### config.mk
export PLATFORM = sky130hd
export DESIGN_NAME = keypad_scan_controller_flat
export DESIGN_NICKNAME = d
export VERILOG_FILES = /design/src/rtl/keypad_scan_controller_if.sv /design/src/rtl/keypad_scan_controller.sv /design/src/flat_wrapper.sv
export SDC_FILE = /design/constraint.sdc
export NUM_CORES = 1
export LEC_CHECK = 0
export ABC_AREA = 1
export ABC_CLOCK_PERIOD_IN_PS = 1700
export BUFFER_PORTS_ARGS = -buffer_cell sky130_fd_sc_hd__buf_2
export CAP_MARGIN = 20
export CORE_ASPECT_RATIO = 2
export CORE_MARGIN = 2
export CORE_UTILIZATION = 61
export DETAILED_ROUTE_END_ITERATION = 8
export HOLD_SLACK_MARGIN = 0.05
export PLACE_DENSITY_LB_ADDON = 0.1
export SETUP_SLACK_MARGIN = 0.4
export SLEW_MARGIN = 40
export SYNTH_ARGS = -nofsm -noshare
export SYNTH_HDL_FRONTEND = slang
export SYNTH_SLANG_ARGS = --single-unit
### constraint.sdc
create_clock -name clk -period 1.7 [get_ports clk]
set_input_delay 0.34 -clock clk [delete_from_list [all_inputs] [get_ports clk]]
set_output_delay 0.34 -clock clk [all_outputs]
set_load 0.005 [all_outputs]
### src/rtl/keypad_scan_controller_if.sv
// Keypad controller signal bundle: pin side (scan_en/col_in/row_out) and key-consumer side.
// No latency of its own. No backpressure: key_valid is a fire-and-forget strobe.
interface keypad_scan_controller_if;
    logic       scan_en;
    logic [3:0] col_in;
    logic [3:0] row_out;
    logic [3:0] key_code;
    logic       key_valid;
    logic       key_held;

    modport master (
        output scan_en, col_in,
        input  row_out, key_code, key_valid, key_held
    );

    modport slave (
        input  scan_en, col_in,
        output row_out, key_code, key_valid, key_held
    );
endinterface

### src/rtl/keypad_scan_controller.sv
// 4x4 keypad scanner: one-hot active-low row drive, debounced press/release, hex code + 1-cycle strobe.
// Latency: 2-cycle column sync, then DEBOUNCE_TICKS scan ticks from first valid sample to key_valid.
// No backpressure: the consumer must take key_valid when it fires; key_code holds until the next press.
module keypad_scan_controller #(
    parameter int SCAN_DIV       = 27000,
    parameter int DEBOUNCE_TICKS = 20
) (
    input  logic                     clk,
    input  logic                     rst,
    keypad_scan_controller_if.slave  kif
);

    localparam int DW = $clog2(SCAN_DIV);
    localparam int CW = $clog2(DEBOUNCE_TICKS + 1);

    typedef enum logic [2:0] {
        IDLE,
        SCAN,
        DEBOUNCE,
        PRESSED,
        RELEASE
    } state_t;

    state_t          state;
    state_t          state_nxt;
    logic [DW-1:0]   div_cnt;
    logic [CW-1:0]   deb_cnt;
    logic [CW-1:0]   rel_cnt;
    logic [1:0]      row_idx;
    logic [1:0]      cand_col;
    logic [3:0]      col_m;
    logic [3:0]      col_s;
    logic [3:0]      key_code_r;
    logic            key_valid_r;

    logic            tick;
    logic            col_valid;
    logic [1:0]      col_idx;
    logic            same_col;
    logic            released;
    logic            deb_done;
    logic            rel_done;
    logic            accept;

    function automatic logic [3:0] key_map(input logic [1:0] r, input logic [1:0] c);
        logic [3:0] code;
        case ({r, c})
            4'h0: code = 4'h1;
            4'h1: code = 4'h2;
            4'h2: code = 4'h3;
            4'h3: code = 4'hA;
            4'h4: code = 4'h4;
            4'h5: code = 4'h5;
            4'h6: code = 4'h6;
            4'h7: code = 4'hB;
            4'h8: code = 4'h7;
            4'h9: code = 4'h8;
            4'hA: code = 4'h9;
            4'hB: code = 4'hC;
            4'hC: code = 4'hE;
            4'hD: code = 4'h0;
            4'hE: code = 4'hF;
            default: code = 4'hD;
        endcase
        return code;
    endfunction

    // Only a single low column is a key; ghosting/multi-press patterns read as no key.
    always_comb begin
        col_valid = 1'b1;
        col_idx   = 2'd0;
        case (col_s)
            4'b1110: col_idx = 2'd0;
            4'b1101: col_idx = 2'd1;
            4'b1011: col_idx = 2'd2;
            4'b0111: col_idx = 2'd3;
            default: col_valid = 1'b0;
        endcase
    end

    assign tick     = (state != IDLE) && (div_cnt == DW'(SCAN_DIV - 1));
    assign same_col = col_valid && (col_idx == cand_col);
    assign released = col_s[cand_col];
    assign deb_done = (deb_cnt == CW'(DEBOUNCE_TICKS - 1));
    assign rel_done = (rel_cnt == CW'(DEBOUNCE_TICKS - 1));
    assign accept   = kif.scan_en && (state == DEBOUNCE) && tick && same_col && deb_done;

    always_ff @(posedge clk or posedge rst) begin
        if (rst) begin
            state <= IDLE;
        end else begin
            state <= state_nxt;
        end
    end

    always_comb begin
        state_nxt = state;
        if (!kif.scan_en) begin
            state_nxt = IDLE;
        end else begin
            case (state)
                IDLE:     state_nxt = SCAN;
                SCAN:     if (tick && col_valid) state_nxt = DEBOUNCE;
                DEBOUNCE: if (tick) state_nxt = same_col ? (deb_done ? PRESSED : DEBOUNCE) : SCAN;
                PRESSED:  if (tick && released) state_nxt = RELEASE;
                RELEASE:  if (tick) state_nxt = released ? (rel_done ? SCAN : RELEASE) : PRESSED;
                default:  state_nxt = IDLE;
            endcase
        end
    end

    always_comb begin
        kif.row_out  = 4'b1111;
        kif.key_held = 1'b0;
        case (state)
            IDLE:             kif.row_out = 4'b1111;
            PRESSED, RELEASE: begin
                kif.row_out  = ~(4'b0001 << row_idx);
                kif.key_held = 1'b1;
            end
            default:          kif.row_out = ~(4'b0001 << row_idx);
        endcase
    end

    assign kif.key_code  = key_code_r;
    assign kif.key_valid = key_valid_r;

    // Row index and counters only move on tick, so a row change lands the cycle after the sample.
    always_ff @(posedge clk or posedge rst) begin
        if (rst) begin
            col_m       <= 4'b1111;
            col_s       <= 4'b1111;
            div_cnt     <= '0;
            deb_cnt     <= '0;
            rel_cnt     <= '0;
            row_idx     <= 2'd0;
            cand_col    <= 2'd0;
            key_code_r  <= 4'h0;
            key_valid_r <= 1'b0;
        end else begin
            col_m       <= kif.col_in;
            col_s       <= col_m;
            key_valid_r <= accept;
            if (accept) begin
                key_code_r <= key_map(row_idx, cand_col);
            end
            if (!kif.scan_en || state == IDLE) begin
                div_cnt <= '0;
                deb_cnt <= '0;
                rel_cnt <= '0;
                row_idx <= 2'd0;
            end else begin
                div_cnt <= tick ? '0 : div_cnt + DW'(1);
                if (tick) begin
                    case (state)
                        SCAN: begin
                            if (col_valid) begin
                                cand_col <= col_idx;
                                deb_cnt  <= CW'(1);
                            end else begin
                                row_idx <= row_idx + 2'd1;
                            end
                        end
                        DEBOUNCE: begin
                            if (same_col) begin
                                deb_cnt <= deb_done ? '0 : deb_cnt + CW'(1);
                            end else begin
                                deb_cnt <= '0;
                                row_idx <= row_idx + 2'd1;
                            end
                        end
                        PRESSED: begin
                            if (released) rel_cnt <= CW'(1);
                        end
                        RELEASE: begin
                            if (!released) begin
                                rel_cnt <= '0;
                            end else if (rel_done) begin
                                rel_cnt <= '0;
                                row_idx <= row_idx + 2'd1;
                            end else begin
                                rel_cnt <= rel_cnt + CW'(1);
                            end
                        end
                        default: ;
                    endcase
                end
            end
        end
    end

endmodule

### src/flat_wrapper.sv
// flat-port wrapper written by rule: the top's interface ports become plain ports
module keypad_scan_controller_flat 
#(
    parameter int SCAN_DIV       = 27000,
    parameter int DEBOUNCE_TICKS = 20
)
  (clk, rst, kif_scan_en, kif_col_in, kif_row_out, kif_key_code, kif_key_valid, kif_key_held);
  keypad_scan_controller_if kif_i ();
  input  logic clk;
  input  logic rst;
  input wire logic [$bits(kif_i.scan_en)-1:0] kif_scan_en;
  input wire logic [$bits(kif_i.col_in)-1:0] kif_col_in;
  output wire logic [$bits(kif_i.row_out)-1:0] kif_row_out;
  output wire logic [$bits(kif_i.key_code)-1:0] kif_key_code;
  output wire logic [$bits(kif_i.key_valid)-1:0] kif_key_valid;
  output wire logic [$bits(kif_i.key_held)-1:0] kif_key_held;
  assign kif_i.scan_en = kif_scan_en;
  assign kif_i.col_in = kif_col_in;
  assign kif_row_out = kif_i.row_out;
  assign kif_key_code = kif_i.key_code;
  assign kif_key_valid = kif_i.key_valid;
  assign kif_key_held = kif_i.key_held;
  keypad_scan_controller #(.SCAN_DIV(SCAN_DIV), .DEBOUNCE_TICKS(DEBOUNCE_TICKS)) u_core (.clk(clk), .rst(rst), .kif(kif_i));
endmodule
==> results of run 1 <==
[metrics by stage]
step	cells	area (um2)	hold WS [ns]	setup slack, ns
after floorplan	375	2920	0.344	0.256
after global placement	452	3130	0.341	0.0977
after detailed placement	452	3130	0.347	0.0626
after CTS	484	3620	0.130	0.0705
after global routing	511	4080	0.117	-0.205
final	511	4080	0.127	-0.150
[routing by layer]
| layer | GRT usage [%] | vias up | part of all wire [%] |
|---|---|---|---|
| li1 | - | 1353 | - |
| met1 | 31.7 | 1491 | 33 |
| met2 | 58.3 | 176 | 54 |
| met3 | 4.28 | 82 | 4.6 |
| met4 | 16.8 | 0 | 8.4 |
| met5 | 0 | - | 0 |
[worst register-to-register path, stage by stage, from the launching register on]
cell and delay, ns:
dfrtp_2 0.46, inv_2 0.08, nand2_1 0.06, nor2_2 0.19
nand3_4 0.16, nor2_4 0.23, nor2_8 0.10, nor2_8 0.18
nor2_2 0.05, o21ai_1 0.16, inv_1 0.06
[power groups by stage]
stage,Sequential (W),Clock [W],Combinational (W)
after detailed placement,0.00133,0,0.00146
after floorplan,0.00130,0,0.00115
after global placement,0.00132,0,0.00142
after CTS,0.00132,0.000745,0.00183
after global routing,0.00135,0.000799,0.00285
final,0.00134,0.000764,0.00269
[flip-flops by register name, summed over array words and instances, names as in the netlist]
name and count:
u_core.cand_col 2, u_core.col_m 4, u_core.col_s 4, u_core.deb_cnt 5, u_core.div_cnt 15, u_core.kif.key_code 4
u_core.kif.key_valid 1, u_core.rel_cnt 5, u_core.row_idx 2, u_core.state 3
[synth_stat cells, drive strengths merged, types with 3 or more instances]
cell,instances
nand2,109
inv,54
nor2,54
dfrtp,37
nand3,30
o21ai,21
a21oi,13
ha,11
nand4,10
dfstp,8
nor3,6
xor2,5
a31oi,3
buf,3
[final cells by class]
type                       instances  area, um2  share of cell area [%]
multi-input combinational        272       1890                    46.4
sequential                        45       1150                    28.1
timing repair buffer              76        654                    16.0
inverter                          55        218                    5.33
clock buffer                       7       96.3                    2.36
tap                               55       68.8                    1.69
clock inverter                     1       5.00                   0.123
[path summary, 6_finish.rpt]
check | start | endpoint | slack (ns) | depth (start not counted)
max in group asynchronous | rst | u_core.row_idx[1] | 0.65 | 4
min | kif_col_in[0] | u_core.col_m[0] | 0.13 | 1
min in group asynchronous | rst | u_core.rel_cnt[3] | 0.56 | 3
max | u_core.div_cnt[7] | u_core.deb_cnt[1] | -0.15 | 10
max reg2reg | u_core.div_cnt[7] | u_core.deb_cnt[1] | -0.15 | 10
min reg2reg | u_core.col_m[3] | u_core.col_s[3] | 0.36 | 0
[logic make-up after synthesis]
group,after synthesis,synth area share [%]
AO/OA/AOI/OAI,42,8.59
XOR/XNOR,5,1.52
adder cells (fa/ha/maj),11,4.77
buffers and inverters,59,8.29
flip-flops,45,39.4
AND/OR/NAND/NOR,213,37.4
[timing repair]
action                                  4_1_cts  5_1_grt
endpoints found under the setup margin       41       41
resized for setup                            54       67
gates cloned                                  1        0
setup buffers                                22       27
hold buffers                                  1        0
endpoints found under the hold margin         8        0
pin swaps                                    21       30
==> qor.txt, run 1 <==
Outcome -> finished, violations left
Failing checks -> setup timing
FMAX -> 541 MHz
Root buffer cell -> clkbuf_8
Most common cell after layout, fill and taps aside -> nand2_1
Clock slew seen by the registers of the worst setup and hold paths -> 0.09 ns
Via/cell ratio -> 6.07
Yosys top cell area share -> 32.1%
Sequential power share -> 28.0%
Power Density -> 1170 nW/um2
Detailed Routing Iterations Pass 1 -> 5
Slew @ Worst Pin -> 0.386 ns
Synth top area cells -> dfrtp_1, nand2_1, dfstp_2
Final setup skew -> 0.00716 ns
Antenna-violating nets left -> 0
CTS Buf Count -> 5
Synth Instances -> 375
Initial Util -> 62.7%
Die ar. -> 5330 um2
Buffers added on ports -> 16
Synthesized area per cell -> 7.69 um2
CP Launch Type -> flip-flop
Int Pwr -> 0.00274 W
Hold Path Class -> in2reg
Final core utilization -> 88.8%
Synth Register Bits -> 45
DP HPWL -> 4930 um
Die Wd -> 52.6 um
CP endpoint kind -> flip-flop
Post-Synthesis Cell Area -> 2880 um2
Clk pwr share -> 15.9%
Vias in the first global route -> 2830
Area delta synth->final -> 41.6%
Final Setup Violations -> 19
Largest net degree at the start of global routing -> 30
Fillers -> 211
Gpl congestion -> 0.879
Crit Path Category -> reg2reg
Worst-path cell chain -> inv_2, nand2_1, nor2_2, nand3_4, nor2_4, nor2_8, nor2_8, nor2_2, o21ai_1, inv_1
Synth Flop Type -> dfrtp_1
Hold Vio Cnt, Final -> 0
Sink Count -> 45
Starting DRT DRC Count -> 86
First-pass GRT wire length -> 12500 um
Largest delay share family, worst path -> simple AND/OR/NAND/NOR gates
Sequential area share after synthesis -> 39.4%
Leak -> 1.90 nW
CP peak stage delay -> 0.46 ns
Avg WL per Cell -> 19.4 um
Crit Path Max Fanout -> 6
Bufs and invs on worst path -> 2
EDFF count, synth -> 0
# IOs -> 17
Total power -> 0.00479 W
Worst skew pair latency -> 0.31 ns
Slew Viols, Final -> 0
Headroom to the max-slew limit -> 74.2%
Number of diodes -> 0
Psw -> 0.00205 W
Synth warn -> 0
CTS tree -> built
RSZ-0062 raised after global routing -> true
Async S/R FF share, synth -> 100%
Switching share of power -> 42.7%
Initial antenna violation count -> 0
Nets -> 473
Combinational Power Share -> 56.1%
Rows -> 35
Maximum clock insertion buffer count -> 2
Crit path DAT -> 2.05 ns
Global route overflow -> 0
Peak VDD IR -> 833 uV
Total wire length -> 9930 um
Die Ht -> 101 um
Crit share post-route -> 109%
Via count of the routed design -> 3102
Syn nets -> 393
Largest area contributor in the netlist -> dfrtp_1
Commonest non-fill, non-tap cells in the layout -> nand2_1, buf_4, inv_1, nand2_2
Post-route setup slack -> -0.150 ns
CP required -> 1.90 ns
Fin crit period -> 1.85 ns
DRC viols -> 0
TNS Setup -> -1.16 ns
Core Area -> 4600 um2
Share of layout cells above drive strength 1 -> 47.8%
H-tree depth reported by CTS -> 2
Tot GR Track Use -> 31.2%
Crit-path slowest cell -> dfrtp_2
Max-cap violations -> 0
Synth cell types -> 37
No activity file was read; power rests on OpenSTA's default activity.
==> inputs of run 2 (changes only) <==
--- a/config.mk
+++ b/config.mk
@@ -9,3 +9,3 @@
 export ABC_CLOCK_PERIOD_IN_PS = 1700
-export BUFFER_PORTS_ARGS = -buffer_cell sky130_fd_sc_hd__buf_2
+export BUFFER_PORTS_ARGS = -buffer_cell sky130_fd_sc_hd__clkbuf_2
 export CAP_MARGIN = 20
@@ -17,3 +17,2 @@
 export PLACE_DENSITY_LB_ADDON = 0.1
-export SETUP_SLACK_MARGIN = 0.4
 export SLEW_MARGIN = 40
--- a/constraint.sdc
+++ b/constraint.sdc
@@ -3,2 +3,2 @@
 set_output_delay 0.34 -clock clk [all_outputs]
-set_load 0.005 [all_outputs]
+set_load 0.05 [all_outputs]
==> qor.txt, run 2 (synthesis results as in run 1) <==
Outcome -> finished, violations left
Failing checks -> setup timing
Area delta synth->final -> 24.2%
Tot GR Track Use -> 26.8% (-4.4 points)
# IOs -> 17 (unchanged)
Hold Vio Cnt, Final -> 0 (unchanged)
Detailed Routing Iterations Pass 1 -> 7 (+2)
Max reg flops -> 15 (unchanged)
Root buffer cell -> clkbuf_8
Crit path DAT -> 1.38 ns (-0.67 ns)
R2R setup slack -> -0.01 ns (+0.14 ns)
Design area -> 3580 um2 (-12%)
Sink Count -> 45 (unchanged)
Combinational Power Share -> 46.7% (-9.4 points)
Die ar. -> 5330 um2 (unchanged)
CTS Buf Count -> 5 (unchanged)
DP HPWL -> 4870 um (-1.2%)
Final setup skew -> 0.00732 ns (+0.000164 ns)
Vias in the first global route -> 2477 (-12%)
Crit Path Category -> reg2out
Sequential power share -> 30.9% (+2.9 points)
Clk pwr share -> 22.4% (+6.5 points)
Crit Path Max Fanout -> 7 (+1)
Int Pwr -> 0.00256 W (-6.8%)
CP Launch Type -> flip-flop
Top reg by flops -> u_core.div_cnt
RSZ-0062 raised after global routing -> true
CP required -> 1.36 ns (-0.54 ns)
Commonest non-fill, non-tap cells in the layout -> nand2_1, inv_1, nor2_1, dfrtp_1, buf_4
WHS -> 0.0477 ns (-0.0796 ns)
Via/cell ratio -> 5.52 (-9.0%)
Worst skew pair latency -> 0.30 ns (about the same)
Die Ht -> 101 um (unchanged)
Final Setup Violations -> 4 (-15)
FF-to-FF End -> u_core.deb_cnt[1]
Leak -> 1.74 nW (-8.5%)
Peak VDD IR -> 912 uV (+9.5%)
Slew @ Worst Pin -> 0.297 ns (-0.0896 ns)
Fin crit period -> 1.72 ns (-0.128 ns)
Psw -> 0.00173 W (-15%)
Slew Viols, Final -> 0 (unchanged)
Die Wd -> 52.6 um (unchanged)
FMAX -> 581 MHz (+7.4%)
Power Density -> 1200 nW/um2 (+2.1%)
CTS tree -> built
H-tree depth reported by CTS -> 2 (unchanged)
Worst-path cell chain -> inv_2, buf_4, nand2_4, nand2_1, buf_8
Total power -> 0.00429 W (-10%)
CP peak stage delay -> 0.42 ns (-0.04 ns)
Fin cells -> 479 (-6.3%)
Crit share post-route -> 101% (-7.5 points)
Via count of the routed design -> 2646 (-15%)
DP Area -> 3120 um2 (-0.20%)
Initial Util -> 62.7% (unchanged)
Switching share of power -> 40.4% (-2.4 points)
Max-cap violations -> 0 (unchanged)
R2R depth -> 10 (unchanged)
Placed Cells incl. Taps -> 455 (+0.66%)
First-pass GRT wire length -> 10700 um (-14%)
Avg WL per Cell -> 14.6 um (-25%)
Post-route setup slack -> -0.0215 ns (+0.128 ns)
Headroom to the max-slew limit -> 80.0% (+5.8 points)
Crit-path slowest cell -> dfrtp_1
Nets -> 441 (-6.8%)
Core Area -> 4600 um2 (unchanged)
Rows -> 35 (unchanged)
RR Startpoint -> u_core.state[2]
Number of diodes -> 0 (unchanged)
Dpl ws -> -0.000759 ns (-0.0634 ns)
Hold_buf cts -> 0 (-1)
Buffers added on ports -> 16 (unchanged)
Clock slew seen by the registers of the worst setup and hold paths -> 0.09 ns (about the same)
Share of layout cells above drive strength 1 -> 32.8% (-15 points)
Gpl congestion -> 0.889 (+1.1%)
Hold Path Class -> in2async
Initial antenna violation count -> 0 (unchanged)
Most common cell after layout, fill and taps aside -> nand2_1
DRC viols -> 0 (unchanged)
Total wire length -> 6990 um (-30%)
Starting DRT DRC Count -> 107 (+24%)
Largest regs -> u_core.div_cnt: 15 flops, u_core.deb_cnt: 5 flops, u_core.rel_cnt: 5 flops
Maximum clock insertion buffer count -> 2 (unchanged)
Largest net degree at the start of global routing -> 46 (+53%)
Global route overflow -> 0 (unchanged)
Antenna-violating nets left -> 0 (unchanged)
CP endpoint kind -> output pin
run 2: cell types whose count changed in the layout (fill, tap and decap cells not counted), sizes merged, moves of 2 or more:
cell	before	now
buf	75	34
bufinv	0	2
clkbuf	7	16
inv	53	55
run 2: per-layer routing:
metal | part of all wire, % | vias to the layer above | global-route usage [%]
li1 | - | 1290 | -
met1 | 35 | 1257 | 27.8
met3 | 3.2 | 28 | 3.69
met4 | 3.3 | 0 | 13.4
met2 | 58 | 71 | 49.9
met5 | 0 | - | 0
run 2: timing repair:
item	4_1_cts	5_1_grt
setup buffers	0	16
pin swaps	1	17
endpoints found under the setup margin	10	32
resized for setup	11	53
run 2: worst max-delay path by stage:
stage	start	to	slack (ns)	depth (start not counted)
floorplan	u_core.state[1]	u_core.rel_cnt[2]	0.02	7
global placement	u_core.col_s[2]	u_core.kif.key_code[2]	0.04	11
detailed placement	u_core.div_cnt[0]	u_core.deb_cnt[3]	-0.0008	10
CTS	u_core.state[1]	kif_key_held	-0.008	4
global route	u_core.col_s[3]	u_core.state[0]	-0.09	11
finish	u_core.state[2]	kif_row_out[0]	-0.02	5
run 2: metrics by stage:
stage / setup TNS [ns] / utilization [%]
after CTS: -0.00826 / 71.7
after global placement: 0 / 67.9
after floorplan: 0 / -
final: -0.0471 / 77.9
after detailed placement: -0.000759 / 67.9
after global routing: -0.935 / 77.9
run 2: critical path, delay by kind of cell, from the launching register on:
kind,cells,cell delay [ns]
AND/OR/NAND/NOR,2,0.23
flip-flops,1,0.42
buffers and inverters,3,0.43
run 2: final cells by class:
class	instances	area, um2
Multi-Input combinational cell	271	1660
Clock inverter	3	65.1
Tap cell	55	68.8
Clock buffer	5	68.8
Timing Repair Buffer	45	362
Sequential cell	45	1140
Fill cell	329	1020
Inverter	55	211
run 2: power groups by stage:
stage | Sequential (W) | Combinational [W] | Clock (W)
4_1_cts | 0.00131 | 0.00170 | 0.000968
6_report | 0.00133 | 0.00200 | 0.000961
3_3_place_gp | 0.00132 | 0.00159 | 0
5_1_grt | 0.00134 | 0.00216 | 0.00101
2_1_floorplan | 0.00130 | 0.00125 | 0
3_5_place_dp | 0.00132 | 0.00162 | 0
==> inputs of run 3 (changes only) <==
- SETUP_SLACK_MARGIN: unset -> 0.1
==> qor.txt, run 3 (synthesis results as in run 1) <==
Die ar. -> 5330 um2 (unchanged)
Die Wd -> 52.6 um (unchanged)
Core Area -> 4600 um2 (unchanged)
Peak VDD IR -> 972 uV (+6.5%)
RSZ-0062 raised after global routing -> true
DP HPWL -> 4910 um (+0.87%)
Outcome -> finished, violations left
Detailed Routing Iterations Pass 1 -> 4 (-3)
Worst hold stages -> 1
Gpl congestion -> 0.904 (+1.7%)
Root buffer cell -> clkbuf_8
Top reg by flops -> u_core.div_cnt
Initial Util -> 62.7% (unchanged)
FF-to-FF End -> u_core.rel_cnt[0]
Sink Count -> 45 (unchanged)
Final Setup Violations -> 9 (+5)
DRC viols -> 0 (unchanged)
Slew @ Worst Pin -> 0.326 ns (+0.0291 ns)
Share of layout cells above drive strength 1 -> 35.6% (+2.8 points)
Commonest non-fill, non-tap cells in the layout -> nand2_1, inv_1, nor2_1, dfrtp_1, buf_4
Tot GR Track Use -> 28.4% (+1.5 points)
Hold Vio Cnt, Final -> 0 (unchanged)
Worst skew pair latency -> 0.30 ns (about the same)
FMAX -> 552 MHz (-4.9%)
R2R depth -> 9 (-1)
Largest regs -> u_core.div_cnt: 15 flops, u_core.deb_cnt: 5 flops, u_core.rel_cnt: 5 flops
Vias in the first global route -> 2670 (+7.8%)
Headroom to the max-slew limit -> 78.0% (-2.0 points)
WHS -> 0.105 ns (+0.0577 ns)
Avg WL per Cell -> 15.5 um (+6.1%)
Via/cell ratio -> 5.61 (+1.5%)
Area occupied by multi-input gates -> 1690 um2 (+1.9%)
CTS Buf Count -> 5 (unchanged)
Start point of the critical path -> u_core.col_s[1]
Starting DRT DRC Count -> 58 (-46%)
First-pass GRT wire length -> 11300 um (+5.7%)
CP Launch Type -> flip-flop
Slew Viols, Final -> 0 (unchanged)
CP endpoint kind -> flip-flop
Leak -> 1.76 nW (+1.4%)
# IOs -> 17 (unchanged)
Crit Path Max Fanout -> 5 (-2)
Antenna-violating nets left -> 0 (unchanged)
Most common cell after layout, fill and taps aside -> nand2_1
Maximum clock insertion buffer count -> 2 (unchanged)
Clock slew seen by the registers of the worst setup and hold paths -> 0.09 ns (about the same)
Hold Crit Start -> kif_col_in[3]
Hold Path Class -> in2reg
Via count of the routed design -> 2736 (+3.4%)
CTS tree -> built
Sequential cell area -> 1140 um2 (+0.11%)
Failing checks -> setup timing
RR Startpoint -> u_core.col_s[1]
Placed Cells incl. Taps -> 455 (unchanged)
Fillers -> 301 (-8.5%)
Crit Path Category -> reg2reg
Nets -> 450 (+2.0%)
Crit path DAT -> 2.02 ns (+0.64 ns)
Max-cap violations -> 0 (unchanged)
WHS Endpoint -> u_core.col_m[3]
Fin cells -> 488 (+1.9%)
R2R setup slack -> -0.11 ns (-0.10 ns)
Number of diodes -> 0 (unchanged)
CP required -> 1.91 ns (+0.55 ns)
H-tree depth reported by CTS -> 2 (unchanged)
Area delta synth->final -> 27.8%
Max reg flops -> 15 (unchanged)
Fin crit period -> 1.81 ns (+0.0888 ns)
Initial antenna violation count -> 0 (unchanged)
Crit share post-route -> 106% (+5.2 points)
Final setup skew -> 0.0118 ns (+0.00449 ns)
Global route overflow -> 0 (unchanged)
Rows -> 35 (unchanged)
Largest net degree at the start of global routing -> 46 (unchanged)
Buffers added on ports -> 16 (unchanged)
Die Ht -> 101 um (unchanged)
Power Density -> 1160 nW/um2 (-3.5%)
Total wire length -> 7550 um (+8.1%)
Post-route setup slack -> -0.110 ns (-0.0888 ns)
==> run 3: changes by cell type in the layout (fill, tap and decap cells not counted), moves of 2 or more <==
cell,previous run,this run
inv_4,2,0
nand3_2,9,7
nand2_4,12,10
nand2_1,84,79
clkinv_4,0,2
nor2_4,7,10
nor2_1,34,32
buf_4,27,31
nand2_2,13,20
buf_8,2,4
inv_2,10,12
==> run 3: worst max-delay path by stage <==
stage | endpoint | cells after the start | slack (ns)
3_5_place_dp | u_core.deb_cnt[4] | 10 | -0.006
4_1_cts | u_core.state[0] | 12 | 0.002
2_1_floorplan | u_core.rel_cnt[2] | 7 | 0.18
6_report | u_core.rel_cnt[0] | 9 | -0.11
3_3_place_gp | u_core.deb_cnt[1] | 10 | 0.02
5_1_grt | u_core.rel_cnt[0] | 9 | -0.18
==> run 3: what timing repair did <==
item | CTS | global route
hold buffers | 1 | 0
setup buffers | 9 | 14
endpoints found under the hold margin | 8 | 0
pin swaps | 15 | 15
cloned | 1 | 0
resized for setup | 36 | 38
endpoints found under the setup margin | 32 | 40
==> run 3: stage by stage <==
stage	util [%]	instance area [um2]	TNS [ns]	total power, W	worst slack [ns]
2_1_floorplan	-	2890	0	0.00255	0.179
3_3_place_gp	68.0	3130	0	0.00290	0.0212
3_5_place_dp	68.0	3130	-0.00920	0.00294	-0.00598
4_1_cts	75.2	3460	0	0.00399	0.00227
5_1_grt	80.1	3680	-1.79	0.00452	-0.177
6_report	80.1	3680	-0.387	0.00426	-0.110
==> run 3: power by group <==
group / leakage, nW / internal, W / switching, W
clock: 0.0554 / 0.000441 / 0.000373
sequential: 0.586 / 0.00119 / 0.000124
combinational: 1.12 / 0.000820 / 0.00131
==> run 3: worst max-delay path: stages (launching register included) <==
cell     delay (ns)
dfstp_2        0.58
buf_4          0.12
nand2_1        0.07
nand2_1        0.08
nand2_1        0.06
nand2_2        0.13
nand2_1        0.11
o21ai_0        0.21
nand2_1        0.13
a21oi_1        0.23
==> run 3: final cells by class <==
class / count / area share [%]
clock buffer: 6 / 1.97
clock inverter: 2 / 1.05
inverter: 55 / 5.74
multi-input combinational: 272 / 46.0
sequential: 45 / 31.0
tap: 55 / 1.87
timing repair buffer: 53 / 12.4
==> run 3: layer usage <==
layer / vias to the layer above / wire length (um) / GRT usage (%)
li1: 1308 / - / -
met3: 35 / 205 / 3.83
met1: 1314 / 2660 / 27.5
met4: 0 / 407 / 15.8
met2: 79 / 4280 / 53.9
met5: - / 0 / 0
